===== src/rtl/pdp11_bus_pkg.sv =====
// PDP-11 external bus interface: shared types and defaults.
// Imported by the bus interface and anything that talks to it.
package pdp11_bus_pkg;

  localparam int ADDR_W = 16;
  localparam int DATA_W = 16;

  localparam int DEF_WAIT_CYCLES = 1;
  localparam logic [ADDR_W-1:0] DEF_IO_BASE = 16'hFE00;

  typedef enum logic [3:0] {
    S_IDLE,
    S_ADDR,
    S_LATCH,
    S_TURN,
    S_RD,
    S_RREC,
    S_WR,
    S_WHOLD,
    S_ERR
  } state_t;

endpackage


===== src/rtl/pdp11_bus_if.sv =====
// PDP-11 multiplexed address/data pad bus master.
// Single outstanding request; RAM byte writes run as read-modify-write.
module pdp11_bus_if
  import pdp11_bus_pkg::*;
#(
  parameter int WAIT_CYCLES = DEF_WAIT_CYCLES,
  parameter logic [ADDR_W-1:0] IO_BASE = DEF_IO_BASE
) (
  input  logic              clk,
  input  logic              rst_n,
  input  logic              req_valid,
  output logic              req_ready,
  input  logic              req_we,
  input  logic              req_byte,
  input  logic [ADDR_W-1:0] req_addr,
  input  logic [DATA_W-1:0] req_wdata,
  output logic              rsp_valid,
  output logic              rsp_err,
  output logic [DATA_W-1:0] rsp_rdata,
  output logic [DATA_W-1:0] bus_out,
  input  logic [DATA_W-1:0] bus_in,
  output logic              latch_enable,
  output logic              bus_dir,
  output logic              oe_n,
  output logic              we_n
);

  localparam int CW = $clog2(WAIT_CYCLES + 1);
  localparam logic [CW-1:0] CNT_LOAD = CW'(WAIT_CYCLES - 1);

  state_t state, state_d;

  logic [CW-1:0]     cnt;
  logic              we_q;
  logic              byte_q;
  logic              io_q;
  logic [ADDR_W-1:0] addr_q;
  logic [DATA_W-1:0] wr_q;

  logic       accept;
  logic       direct_wr;
  logic       cnt_done;
  logic       strobe_entry;
  logic [7:0] rd_byte;

  assign accept    = req_valid && req_ready
                   && (state == S_IDLE);
  assign direct_wr = we_q && (!byte_q || io_q);
  assign cnt_done  = (cnt == '0);
  assign rd_byte   = addr_q[0] ? bus_in[15:8]
                               : bus_in[7:0];

  assign strobe_entry = (state_d != state)
    && (state_d == S_RD || state_d == S_WR);

  always_comb begin
    state_d = state;
    unique case (state)
      S_IDLE:
        if (accept)
          state_d = (!req_byte && req_addr[0])
                  ? S_ERR : S_ADDR;
      S_ERR:   state_d = S_IDLE;
      S_ADDR:  state_d = S_LATCH;
      S_LATCH: state_d = direct_wr ? S_WR : S_TURN;
      S_TURN:  state_d = S_RD;
      S_RD:    if (cnt_done) state_d = S_RREC;
      S_RREC:  state_d = we_q ? S_WR : S_IDLE;
      S_WR:    if (cnt_done) state_d = S_WHOLD;
      S_WHOLD: state_d = S_IDLE;
      default: state_d = S_IDLE;
    endcase
  end

  always_ff @(posedge clk or negedge rst_n) begin
    if (!rst_n) begin
      state  <= S_IDLE;
      cnt    <= '0;
      we_q   <= 1'b0;
      byte_q <= 1'b0;
      io_q   <= 1'b0;
      addr_q <= '0;
      wr_q   <= '0;
    end else begin
      state <= state_d;
      if (strobe_entry)
        cnt <= CNT_LOAD;
      else if (!cnt_done)
        cnt <= cnt - CW'(1);
      if (accept) begin
        we_q   <= req_we;
        byte_q <= req_byte;
        io_q   <= (req_addr >= IO_BASE);
        addr_q <= req_addr;
        wr_q   <= req_byte
                ? {req_wdata[7:0], req_wdata[7:0]}
                : req_wdata;
      end
      // RMW: splice the new byte into the word just read back
      if (state == S_RREC && we_q)
        wr_q <= addr_q[0]
              ? {wr_q[7:0], bus_in[7:0]}
              : {bus_in[15:8], wr_q[7:0]};
    end
  end

  // Pads and response are a registered decode of the current state,
  // so every output lags the state register by one clock.
  always_ff @(posedge clk or negedge rst_n) begin
    if (!rst_n) begin
      req_ready    <= 1'b1;
      rsp_valid    <= 1'b0;
      rsp_err      <= 1'b0;
      rsp_rdata    <= '0;
      bus_out      <= '0;
      latch_enable <= 1'b0;
      bus_dir      <= 1'b0;
      oe_n         <= 1'b1;
      we_n         <= 1'b1;
    end else begin
      req_ready    <= (state == S_IDLE);
      rsp_valid    <= (state == S_ERR)
                   || (state == S_WHOLD)
                   || (state == S_RREC && !we_q);
      rsp_err      <= (state == S_ERR);
      latch_enable <= (state == S_ADDR);
      bus_dir      <= state inside {S_TURN, S_RD, S_RREC};
      oe_n         <= (state != S_RD);
      we_n         <= (state != S_WR);
      if (state == S_RREC && !we_q)
        rsp_rdata <= byte_q ? {8'h00, rd_byte} : bus_in;
      unique case (1'b1)
        (state == S_ADDR),
        (state == S_LATCH): bus_out <= addr_q;
        (state == S_WR),
        (state == S_WHOLD): bus_out <= wr_q;
        (state == S_IDLE),
        (state == S_ERR):   bus_out <= '0;
        default:            bus_out <= bus_out;
      endcase
    end
  end

endmodule


===== config.mk =====
export PLATFORM = sky130hd
export DESIGN_NAME = pdp11_bus_if
export DESIGN_NICKNAME = d
export VERILOG_FILES = /design/src/rtl/pdp11_bus_pkg.sv /design/src/rtl/pdp11_bus_if.sv
export SDC_FILE = /design/constraint.sdc
export NUM_CORES = 1
export LEC_CHECK = 0
export ABC_AREA = 1
export BUFFER_PORTS_ARGS = -buffer_cell sky130_fd_sc_hd__buf_2
export CAP_MARGIN = 20
export CELL_PAD_IN_SITES_DETAIL_PLACEMENT = 0
export CELL_PAD_IN_SITES_GLOBAL_PLACEMENT = 1
export CORE_UTILIZATION = 35
export CTS_CLUSTER_SIZE = 10
export DETAILED_ROUTE_END_ITERATION = 6
export GPL_TIMING_DRIVEN = 0
export PLACE_DENSITY = 0.79
export SLEW_MARGIN = 20
export SYNTH_ARGS = -nofsm -noshare
export SYNTH_HDL_FRONTEND = slang
export SYNTH_SLANG_ARGS = --single-unit

===== constraint.sdc =====
create_clock -name clk -period 1.38 [get_ports clk]
set_input_delay 0.276 -clock clk [delete_from_list [all_inputs] [get_ports clk]]
set_output_delay 0.276 -clock clk [all_outputs]
set_load 0.005 [all_outputs]

# Word level (Yosys, flattened, before mapping)
# Index checks and enable logic that the tools add are counted.
# classes
addsub	1
order_cmp	1
n_eq_ne	14
n_mux	16
n_reduce_logical	22
# op_table
cell	n
two-way mux 16 bit	5
one-hot mux 16 bit (3 select lines)	1
one-hot mux 4 bit (7 select lines)	1
equality test 4 x 3 -> 1 bit, second input constant	6
>= comparator 16 bit, second input constant	1
two-way mux 4 bit	4
equality test 4 x 2 -> 1 bit, second input constant	2
two-way mux 8 bit	1
inequality test 4 x 3 -> 1 bit, second input constant	2
logical AND 1 bit	7
two-way mux 3 bit	2
nonzero test 3 bit	2
OR reduction 2 bit	3
equality test 4 x 1 -> 1 bit, second input constant	1
equality test 4 bit, second input constant	1
logical NOT 4 bit	1
logical OR 1 bit	4
inequality test 4 bit	1
logical NOT 1 bit	3
two-way mux 1 bit	2
inequality test 2 bit, second input constant	1
AND reduction 2 bit	1
nonzero test 2 bit	1
subtractor 1 bit, second input constant	1
# totals
reg_bits	79
input_bits	53
elab_cells	71

# Longest topological paths before layout
# depth
depth_word	9
mapped_depth	9
mapped_depth_nobuf	7

# Least setup slack after synthesis
# OpenSTA, ideal clock, no wires.
# synth_path
path_type	flip-flop to flip-flop
start	reg state[1]
end	reg io_q
setup_ns	0.116
arrival_time_ns	1.155
required_ns	1.264
setup_slack_ns	0.109
stages_incl_launch_ff	8
n_path_buf	3
period_less_slack_ns	1.271
cell_sequence	dfrtp_1 buf_6 nor2_4 nand3_1 buf_4 buf_4 nand2_1 nand2_1
# synth_via
elab_chain_len	2
# synth_lines
element	line_no	rtl
start: declaration	pdp11_bus_if.sv:31	state_t state, state_d;
start signal: assignment	pdp11_bus_if.sv:85	state <= state_d;
logical NOT 4 bit	pdp11_bus_if.sv:47	&& (state == S_IDLE);
logical AND 1 bit	pdp11_bus_if.sv:47	
end signal: assignment	pdp11_bus_if.sv:93	io_q <= (req_addr >= IO_BASE);
end: declaration	pdp11_bus_if.sv:36	logic io_q;
# No other way between the ends.
# A chain may end at the register's enable or synchronous reset.

# Worst setup path after layout
# layout_path
start	reg state[1]
end	reg wr_q[7]
# layout_via
elab_chain_len	4
word_cells_on_any_way	8
cone_classes	2 x eq/ne; 1 x mux; 5 x reduce/logical
# layout_lines
element	line_no	rtl
equality test 4 x 3 -> 1 bit or logical NOT 4 bit (tied branches)	pdp11_bus_if.sv:100, pdp11_bus_if.sv:47	
logical AND 1 bit (on tied branches)	pdp11_bus_if.sv:100, pdp11_bus_if.sv:47	
inequality test 2 bit (no source line) or nonzero test 2 bit (tied branches)	-	
AND reduction 2 bit (no source line)	-	
end signal: assignment	pdp11_bus_if.sv:95	wr_q <= req_byte
end signal: assignment	pdp11_bus_if.sv:101	wr_q <= addr_q[0]
end: declaration	pdp11_bus_if.sv:38	logic [DATA_W-1:0] wr_q;
# Several ways; a longest one is shown, not always the timed one.

==> flow_summary.toml <==
[run_status]
status = "finished with violations"
violations = "setup timing"

[floorplan]
start_util_pct = 36.5
die_h_um = 109
fp-row-count = 38
chipWidth_um = 109
core_um2 = 11000
num_io_pins = 92
die_area_um2 = 11900

[global_route]
grt_antenna_before_repair = 0
groute.usage.overall_pct = 19.9
grt_pass1_vias = 3661
grt_first_pass_wirelength_um = 17800
grt_max_degree = 49
overflow = 0

[setup_path]
worstSetupPathType = "register to register"
path_cells = "buf_6, nor2_4, nand3_4, buf_12, clkbuf_16, nand3_2, nand2_1"
path_buf_inv = 3
rr_startpoint = "state[1]"
cp_max_fo = 7
crit_slowest_cell = "dfrtp_1"
max_stage_delay_ns = 0.38
worstSetupStartpointType = "register"
critPathRequiredTime_ns = 1.60
r2r_cells = 7
crit_path_end_kind = "register"
critPathArrivalTime_ns = 1.68
r2r_end = "wr_q[7]"
rrSetupSlack_ns = -0.08
crit_family = "buffers and inverters"

[power_and_ir_drop]
power_density_nw_per_um2 = 2180
vdd_drop_max_mv = 0.876
leakagePower_nw = 3.14

[sta]
whs_ns = 0.148
fin_ws_ns = -0.0758
fin_crit_ns = 1.46
fin_skew_ns = 0.00917
slew-limit-headroom_pct = 67.0
worst_pin_slew_ns = 0.496
maxSlewViolCount = 0
rsz0062_at_grt = "true"
max_freq_mhz = 687
fin_crit_sh_pct = 105
setup-violations-final = 43
setup_tns_ns = -1.53
hold_viol_final = 0

[synth]
syn_avg_cell_area_um2 = 7.49
synthAdderAreaFrac_pct = 0
synth_top_family_by_area = "simple AND/OR/NAND/NOR gates"
synthXorXnorAreaFrac_pct = 0
netlist_area_um2 = 4030
yosysWarnings = 0
synthSimpleGateAreaFrac_pct = 38.7
synthMuxAreaShare_pct = 0
postSynthCellCount = 538
synth_cell_types = 28
syn_nets = 591
ys_seq_elements = 78
synth_compound_area_share_pct = 4.56
yosysSeqAreaShare_pct = 48.5

[place]
dp_hpwl_um = 8220
pre_cts_ws_ns = -0.136
io_buffers = 90
gp_congestion = 0.854
placed_cell_area_um2 = 4690

[clock_network]
clock_latency_ns = 0.34
cts.sinks = 78
htree_levels = 3
clk_pin_slew_ns = 0.06
cts_tree = "done"
cts-root-buf = "clkbuf_16"
clk_path_buf_depth = 2
cts_made_buffers = 9

[routing]
routed_wl_um = 12000
avgRoutedWirePerCell_um = 14.7
route.met3.wl_um = 719
dr.pass1.iters = 4
vias_per_cell = 4.83
ant_nets = 0
top_layer_used = "met4"
drc = 0
drtIter0Drc = 188
wl_met1_um = 5180
wl_met2_um = 5920
vias = 3920

[finish]
drive_above_1_share_pct = 38.7
nets = 720
layout_commonest_cell = "nand2_1"
final_cell_mix = "225 x nand2_1, 92 x buf_2, 72 x dfrtp_1"
syn2layout_area_growth_pct = 43.8
diodes = 0
design_area_um2 = 5800
post-route-util_pct = 52.5

[worst_hold_path]
hold_path_depth = 3
min_from = "req_addr[8]"
worstHoldEndpoint = "addr_q[8]"
hp-class = "primary input to register"

[job]
maxCapViolations = 0
per-layer routing:
metal  up-vias  global-route usage [%]
li1       1933                       -
met1      1871                    26.3
met2       104                    32.8
met3        12                    4.62
met4         0                    5.62
met5         -                       0
how the worst max path moves through the flow:
stage | startpoint | endpoint | slack, ns | cells after the start
finish | state[1] | wr_q[7] | -0.08 | 7
global route | state[2] | wr_q[7] | -0.12 | 8
global placement | rst_n | bus_out[9] | -0.51 | 1
CTS | state[1] | wr_q[9] | -0.01 | 7
floorplan | state[1] | io_q | 0.11 | 7
detailed placement | state[1] | we_q | -0.14 | 6
worst reg2reg max path: cells and delay by family (launching register included):
family	cells	cell delay, ns
and+or+nand+nor	4	0.47
buffers and inverters	3	0.51
DFF	1	0.38
power by group:
group	leakage (nW)	total (mW)	switching, mW	internal, mW
clock	0.163	2.64	0.990	1.65
sequential	0.972	4.00	0.688	3.31
combinational	2.00	6.01	3.39	2.62
flip-flops by register name, summed over array words and instances (netlist names):
name          cells
req_ready         1
rsp_valid         1
we_q              1
oe_n              1
io_q              1
byte_q            1
we_n              1
rsp_rdata        16
latch_enable      1
addr_q           16
rsp_err           1
bus_dir           1
bus_out          16
state             4
wr_q             16
timing repair:
item / in CTS / in global routing
cloned: 3 / 4
setup endpoints to repair: 56 / 66
pin swaps: 7 / 39
gates resized for setup: 30 / 115
hold buffers: 1 / 0
setup buffers: 7 / 15
hold endpoints to repair: 30 / 0
Yosys cell counts:
cell	number	area share, %
nor2_2	2	0.31
nand2_2	3	0.47
clkbuf_1	5	0.47
nand2_4	5	1.4
nand3_2	1	0.25
buf_2	8	0.99
dfstp_2	3	2.0
clkbuf_2	1	0.12
o221ai_1	1	0.22
o211ai_1	1	0.19
nor3_2	1	0.25
dfrtp_1	75	47
nand2_1	272	25
o21ai_0	22	2.7
nand4_1	1	0.16
a21oi_1	1	0.12
nor2_1	10	0.93
inv_2	3	0.28
nand3_1	55	6.8
nor2_4	5	1.4
nand3_4	2	0.87
inv_4	1	0.16
o21ai_1	9	1.1
inv_1	35	3.3
o21a_1	1	0.19
buf_4	4	0.75
buf_6	8	2.2
or2_2	3	0.47
cell families (layout without fill, tap and decap cells):
family,after synthesis,after routing
AOI/OAI and AO/OA,35,35
buffers and inverters,65,198
DFF,78,78
and+or+nand+nor,360,361
final cells by class:
cell class                      instances  area, um2
Buffer                                 24        244
Clock buffer                           10        239
Clock inverter                          6       95.1
Fill cell                            1078       5240
Inverter                               39        165
Multi-Input combinational cell        396       2100
Sequential cell                        78       1960
Tap cell                              140        175
Timing Repair Buffer                  119        816
through the flow:
stage / instances / power (mW)
2_1_floorplan: 538 / 6.97
3_3_place_gp: 768 / 8.32
3_5_place_dp: 769 / 8.46
4_1_cts: 794 / 11.5
5_1_grt: 812 / 13.5
6_report: 812 / 12.6
Power figures use the tool's default switching activity.
